[src/rtl/tdc_timestamp_fifo.sv]
// tdc_timestamp_fifo
//   Builds timestamp words from encoded fine values and a latency-compensated
//   coarse counter, inserts epoch marker words on every coarse rollover, and
//   buffers everything in a show-ahead FIFO with a valid/ready readout port.
//
// Ports
//   clock       : system clock, rising edge
//   reset       : asynchronous, active-high, clears all state
//   enable      : when low, new strobes and markers are discarded
//   hit_strobe  : one-cycle pulse, fine_value valid in the same cycle
//   fine_value  : encoded fine time
//   out_data    : head word {type, coarse/epoch, fine}; 0 when out_valid = 0
//   out_valid   : out_data holds a word
//   out_ready   : consumer accepts the head word when out_valid && out_ready
//   fill_level  : number of words held in the FIFO
//   drop_count  : words lost, saturating at 0xFFFF
module tdc_timestamp_fifo #(
  parameter int FINE_BITS   = 8,
  parameter int COARSE_BITS = 16,
  parameter int LATENCY     = 4,
  parameter int DEPTH       = 16,
  localparam int W          = 1 + COARSE_BITS + FINE_BITS,
  localparam int AW         = $clog2(DEPTH)
) (
  input  logic                 clock,
  input  logic                 reset,
  input  logic                 enable,
  input  logic                 hit_strobe,
  input  logic [FINE_BITS-1:0] fine_value,
  output logic [W-1:0]         out_data,
  output logic                 out_valid,
  input  logic                 out_ready,
  output logic [AW:0]          fill_level,
  output logic [15:0]          drop_count
);

  // Stamp counter starts LATENCY counts below zero so that a hit strobed at
  // cycle k carries the coarse time at which it was sampled upstream.
  localparam logic [COARSE_BITS-1:0] STAMP_RST =
    COARSE_BITS'((1 << COARSE_BITS) - LATENCY);

  logic [COARSE_BITS-1:0] stamp_q;
  logic [W-2:0]           epoch_q;
  logic                   wrap;

  logic                   skid_valid_q, skid_valid_d;
  logic [W-1:0]           skid_word_q, skid_word_d;

  logic [W-1:0]           mem [DEPTH];
  logic [AW-1:0]          wr_ptr_q, rd_ptr_q;
  logic [AW:0]            count_q;
  logic [15:0]            drop_q;

  logic                   mark, hit;
  logic [W-1:0]           marker_word, hit_word;
  logic                   wr_req, do_write, pop, full, lost;
  logic [W-1:0]           wr_word;
  logic [1:0]             drop_inc;
  logic [16:0]            drop_sum;

  // Stamp value zero is the first cycle of a new epoch.
  assign wrap        = (stamp_q == '0);
  assign mark        = enable && wrap;
  assign hit         = enable && hit_strobe;
  assign marker_word = {1'b1, epoch_q + 1'b1};
  assign hit_word    = {1'b0, stamp_q, fine_value};

  // One write slot per cycle: marker, then skid word, then the new hit.
  always_comb begin
    wr_req       = 1'b0;
    wr_word      = '0;
    skid_valid_d = skid_valid_q;
    skid_word_d  = skid_word_q;
    lost         = 1'b0;
    if (mark) begin
      wr_req  = 1'b1;
      wr_word = marker_word;
      if (hit) begin
        if (skid_valid_q) begin
          // Marker and a still-pending skid word leave no room for a third
          // word; it is lost and counted rather than reordered.
          lost = 1'b1;
        end else begin
          skid_valid_d = 1'b1;
          skid_word_d  = hit_word;
        end
      end
    end else if (skid_valid_q) begin
      wr_req  = 1'b1;
      wr_word = skid_word_q;
      if (hit) begin
        skid_word_d = hit_word;
      end else begin
        skid_valid_d = 1'b0;
      end
    end else if (hit) begin
      wr_req  = 1'b1;
      wr_word = hit_word;
    end
  end

  assign pop      = out_valid && out_ready;
  assign full     = (count_q == (AW+1)'(DEPTH));
  assign do_write = wr_req && (!full || pop);
  assign drop_inc = 2'(wr_req && !do_write) + 2'(lost);
  assign drop_sum = {1'b0, drop_q} + 17'(drop_inc);

  always_ff @(posedge clock or posedge reset) begin
    if (reset) begin
      stamp_q      <= STAMP_RST;
      epoch_q      <= '0;
      skid_valid_q <= 1'b0;
      skid_word_q  <= '0;
      wr_ptr_q     <= '0;
      rd_ptr_q     <= '0;
      count_q      <= '0;
      drop_q       <= '0;
    end else begin
      stamp_q      <= stamp_q + 1'b1;
      if (wrap) begin
        epoch_q <= epoch_q + 1'b1;
      end
      skid_valid_q <= skid_valid_d;
      skid_word_q  <= skid_word_d;
      if (do_write) begin
        wr_ptr_q <= wr_ptr_q + 1'b1;
      end
      if (pop) begin
        rd_ptr_q <= rd_ptr_q + 1'b1;
      end
      count_q <= count_q + (AW+1)'(do_write) - (AW+1)'(pop);
      drop_q  <= drop_sum[16] ? 16'hFFFF : drop_sum[15:0];
    end
  end

  // Storage needs no reset: occupancy is tracked by count_q alone.
  always_ff @(posedge clock) begin
    if (do_write) begin
      mem[wr_ptr_q] <= wr_word;
    end
  end

  assign out_valid  = (count_q != '0);
  assign out_data   = out_valid ? mem[rd_ptr_q] : '0;
  assign fill_level = count_q;
  assign drop_count = drop_q;

endmodule

[config.mk]
export PLATFORM = sky130hd
export DESIGN_NAME = tdc_timestamp_fifo
export DESIGN_NICKNAME = d
export VERILOG_FILES = /design/src/rtl/tdc_timestamp_fifo.sv
export SDC_FILE = /design/constraint.sdc
export NUM_CORES = 1
export LEC_CHECK = 0
export CAP_MARGIN = 20
export CELL_PAD_IN_SITES_DETAIL_PLACEMENT = 0
export CELL_PAD_IN_SITES_GLOBAL_PLACEMENT = 1
export CORE_ASPECT_RATIO = 0.7
export CORE_MARGIN = 1.5
export CORE_UTILIZATION = 40
export DETAILED_ROUTE_END_ITERATION = 16
export GPL_ROUTABILITY_DRIVEN = 0
export PLACE_DENSITY_LB_ADDON = 0.15
export SLEW_MARGIN = 30
export SYNTH_ARGS = -nofsm -noshare
export SYNTH_HDL_FRONTEND = slang
export SYNTH_SLANG_ARGS = --single-unit
[constraint.sdc]
create_clock -name clock -period 7.6 [get_ports clock]
set_input_delay 1.52 -clock clock [delete_from_list [all_inputs] [get_ports clock]]
set_output_delay 1.52 -clock clock [all_outputs]
set_load 0.005 [all_outputs]
==> flow_metrics.tcl <==
set metrics [dict create \
    worstSkewPairLatency_ns 0.57 \
    clkTransAtPathRegs_ns 0.07 \
    grt_start_max_net_pins 87 \
    setup_viol_count_final 0 \
    final.setup_skew_ns 0.02021 \
    timing.setup.critical_path_class "register to primary output" \
    tritoncts "done" \
    count_of_unresolved_drc_violations_after_routing 0 \
    synth_warn 0 \
    rsz0062_at_grt "no" \
    design.die.area_sq_um 52200 \
    worstMarginPinSlew_ns 0.9943 \
    numCtsBuffers 48 \
    antennaDiodeCount 0 \
    overflow 0 \
    path_max_fanout 53 \
    via_per_inst 5.375 \
    cellPowerDensity_nw_per_um2 318.4 \
    end_kind "primary output" \
    share_seq_of_total_power_pct 43.9 \
    timing.final.crit_share_pct 65.38 \
    dpl_cell_area_sq_um 21860 \
    wire_per_inst_um 23.64 \
    finalWorstPathRequiredPeriod_ns 4.969 \
    clkPwrFrac_pct 31.0 \
    swShare_pct 27.85 \
    dp_hpwl_um 25210 \
    power.internal_mw 5.365 \
    fin_tns_setup_ns 0 \
    cts-htree-levels 2 \
    synth_fa_ha_area_share_pct 1.120 \
    clockRootBuffer "sky130_fd_sc_hd__clkbuf_16" \
    area_of_the_multi_input_gates_sq_um 5746 \
    final_nets 1214 \
    layout_common_cells "400 x sky130_fd_sc_hd__edfxtp_1, 100 x sky130_fd_sc_hd__mux4_2, 77 x sky130_fd_sc_hd__dfrtp_1, 59 x sky130_fd_sc_hd__clkdlybuf4s50_1, 50 x sky130_fd_sc_hd__mux2i_1" \
    slew_headroom_pct 32.78 \
    io-pin-count 60 \
    netlist_area_sq_um 20330 \
    cp.arrival_ns 3.45 \
    syn_inst 1102 \
    max_clock_freq_mhz 201.3 \
    post_cts.repair.setup_buffers 0 \
    die_w_um 272.4 \
    cts.sink_count 494 \
    largest_family_of_logic_cells_by_synthesized_area "multiplexers" \
    grt_first_pass_wirelength_um 67890 \
    number_of_nets_in_the_synthesized_netlist 1132 \
    growth_of_design_area_from_synthesis_to_finish_pct 14.92 \
    chipHeight_um 191.6 \
    synth-edff-count 400 \
    mostFrequentLayoutCell "sky130_fd_sc_hd__edfxtp_1" \
    ant_nets 0 \
    drt_pass1_iterations 4 \
    grt_util_all_layers_pct 17.52 \
    detail_route.iter0.violations 739 \
    synth_compound_gate_area_share_pct 2.924 \
    postcts_resize_cnt 0 \
    synth_cell_types 56 \
    cp_top_family "buffers and inverters" \
    switching_power_mw 2.071 \
    start_util_pct 40.91 \
    synthXorXnorAreaFrac_pct 3.527 \
    antenna_found_initial 0 \
    vdd_ir_drop_max_mv 0.2446 \
    most_common_flop_cell_mapped_by_yosys "sky130_fd_sc_hd__edfxtp_1" \
    maxCapViolations 0 \
    drv_slew 0 \
    buffers_inverters_on_critical_path 2 \
    filler_cell_count_in_the_final_layout 4207 \
    hold_path.class "register to register" \
    routed-via-count 10121 \
    num_rows 68 \
    final_hold_viol_count 0 \
    slowest_stage "sky130_fd_sc_hd__dfrtp_4" \
    total_leakage_power_nw 8.136 \
    synth_area_per_cell_sq_um 18.44 \
    cts_hold_buf 0 \
    crit_required_ns 6.08 \
    seq_cells_post_synth 494 \
    timing.critical_path.cells "buf_4 -> mux4_2 -> mux2i_1 -> o22ai_1 -> clkdlybuf4s50_1" \
    synth-async-reset-ratio_pct 19.03 \
    synthSimpleGateAreaFrac_pct 5.097 \
    final_layout_size_suffix_gt1_share_pct 24.88 \
    placeableCoreArea_sq_um 49690 \
    worst_path_largest_cell_delay_ns 0.99 \
    regArea_sq_um 14390 \
    layout.cell_area.non_filler_sq_um 23360 \
    combinationalPowerShare_pct 25.1 \
    result_of_the_run "complete, no violations" \
    drt_wl_total_um 44510 \
    first_global_vias 10398 \
    critPathLaunchType "register" \
    port_buffers 59 \
    clockBufferDepth 3 \
    synthMuxAreaShare_pct 15.04 \
    seq_area_frac_synth_pct 70.75 \
]
## metrics by stage
step / utilization [%] / hold slack (ns) / cells / worst slack, ns / power, mW
2_1_floorplan: - / 0.4619 / 1102 / 1.996 / 4.469
3_3_place_gp: 43.85 / 0.4755 / 1798 / 2.490 / 5.236
3_5_place_dp: 44.00 / 0.4811 / 1799 / 2.443 / 5.242
4_1_cts: 47.00 / 0.4937 / 1883 / 2.538 / 7.561
5_1_grt: 47.01 / 0.5049 / 1883 / 2.435 / 7.797
6_report: 47.01 / 0.4912 / 1883 / 2.631 / 7.436
## registers in the layout, summed over array words and instances, names as in the netlist
name,count
mem,400
epoch_q,24
skid_word_q,24
drop_count,16
stamp_q,16
fill_level,5
rd_ptr_q,4
wr_ptr_q,4
skid_valid_q,1
## final timing paths
check,startpoint,endpoint,slack (ns),cells past startpoint
max,rd_ptr_q[1],out_data[19],2.63,5
min,epoch_q[23],epoch_q[23],0.49,1
max reg2reg,stamp_q[0],drop_count[11],2.94,15
min reg2reg,epoch_q[23],epoch_q[23],0.49,1
max in group asynchronous,reset,epoch_q[7],5.07,3
min in group asynchronous,reset,drop_count[12],1.32,2
## layer usage
layer	wire length (um)	vias to the layer above	track usage (%)
li1	-	4549	-
met2	20180	153	27.40
met1	22150	5374	26.29
met5	0	-	0
met4	673	0	3.504
met3	1503	45	2.463
## synth_stat cells (2+ instances only)
cell                       count  area share [%]
sky130_fd_sc_hd__nand2_1      46            0.85
sky130_fd_sc_hd__o21ai_0       5            0.12
sky130_fd_sc_hd__dfstp_2      14             1.8
sky130_fd_sc_hd__nand3_1      24            0.59
sky130_fd_sc_hd__xor2_1       28             1.2
sky130_fd_sc_hd__or4_4         2            0.11
sky130_fd_sc_hd__nand4_1      10            0.31
sky130_fd_sc_hd__a221oi_1     23            0.99
sky130_fd_sc_hd__inv_1        15            0.28
sky130_fd_sc_hd__a21oi_1      28            0.69
sky130_fd_sc_hd__ha_1         15            0.92
sky130_fd_sc_hd__clkbuf_1     29            0.54
sky130_fd_sc_hd__buf_4         2           0.074
sky130_fd_sc_hd__xor2_2        8            0.64
sky130_fd_sc_hd__and3_1       15            0.46
sky130_fd_sc_hd__and4_1        8            0.34
sky130_fd_sc_hd__mux2i_1      50             2.5
sky130_fd_sc_hd__mux2_2       27             1.5
sky130_fd_sc_hd__nor2_1       21            0.39
sky130_fd_sc_hd__edfxtp_1    400              59
sky130_fd_sc_hd__nand4b_1      2           0.086
sky130_fd_sc_hd__mux4_2      100              11
sky130_fd_sc_hd__xnor2_1      39             1.7
sky130_fd_sc_hd__nor4b_1       7            0.30
sky130_fd_sc_hd__buf_1        14            0.26
sky130_fd_sc_hd__nor3_1        7            0.17
sky130_fd_sc_hd__fa_1          2            0.20
sky130_fd_sc_hd__nand2b_1      4            0.12
sky130_fd_sc_hd__o22ai_1      25            0.77
sky130_fd_sc_hd__and2_1        6            0.18
sky130_fd_sc_hd__nor2_4        8            0.44
sky130_fd_sc_hd__buf_2         9            0.22
sky130_fd_sc_hd__nor4_1        2           0.062
sky130_fd_sc_hd__nor3_2        6            0.30
sky130_fd_sc_hd__dfrtp_1      80             9.8
## power by group through the flow
stage	clock [mW]	sequential, mW	combinational [mW]
floorplan	0	3.15	1.32
global placement	0	3.36	1.87
detailed placement	0	3.33	1.91
CTS	2.37	3.27	1.92
global route	2.47	3.29	2.03
finish	2.30	3.27	1.86
## layout make-up
class / count / area share (%)
Clock inverter: 27 / 1.098
Sequential cell: 494 / 61.62
Inverter: 16 / 0.2678
Multi-Input combinational cell: 536 / 24.60
Tap cell: 665 / 3.562
Clock buffer: 57 / 5.287
Timing Repair Buffer: 88 / 3.568
## logic make-up (layout without fill, tap and decap cells)
group / Yosys count / count (layout)
compound gates: 90 / 90
xor+xnor: 75 / 75
fa+ha+maj: 17 / 17
buf+inv: 72 / 188
flops: 494 / 494
mux: 177 / 177
simple gates: 177 / 177
Power figures use the tool's default switching activity.
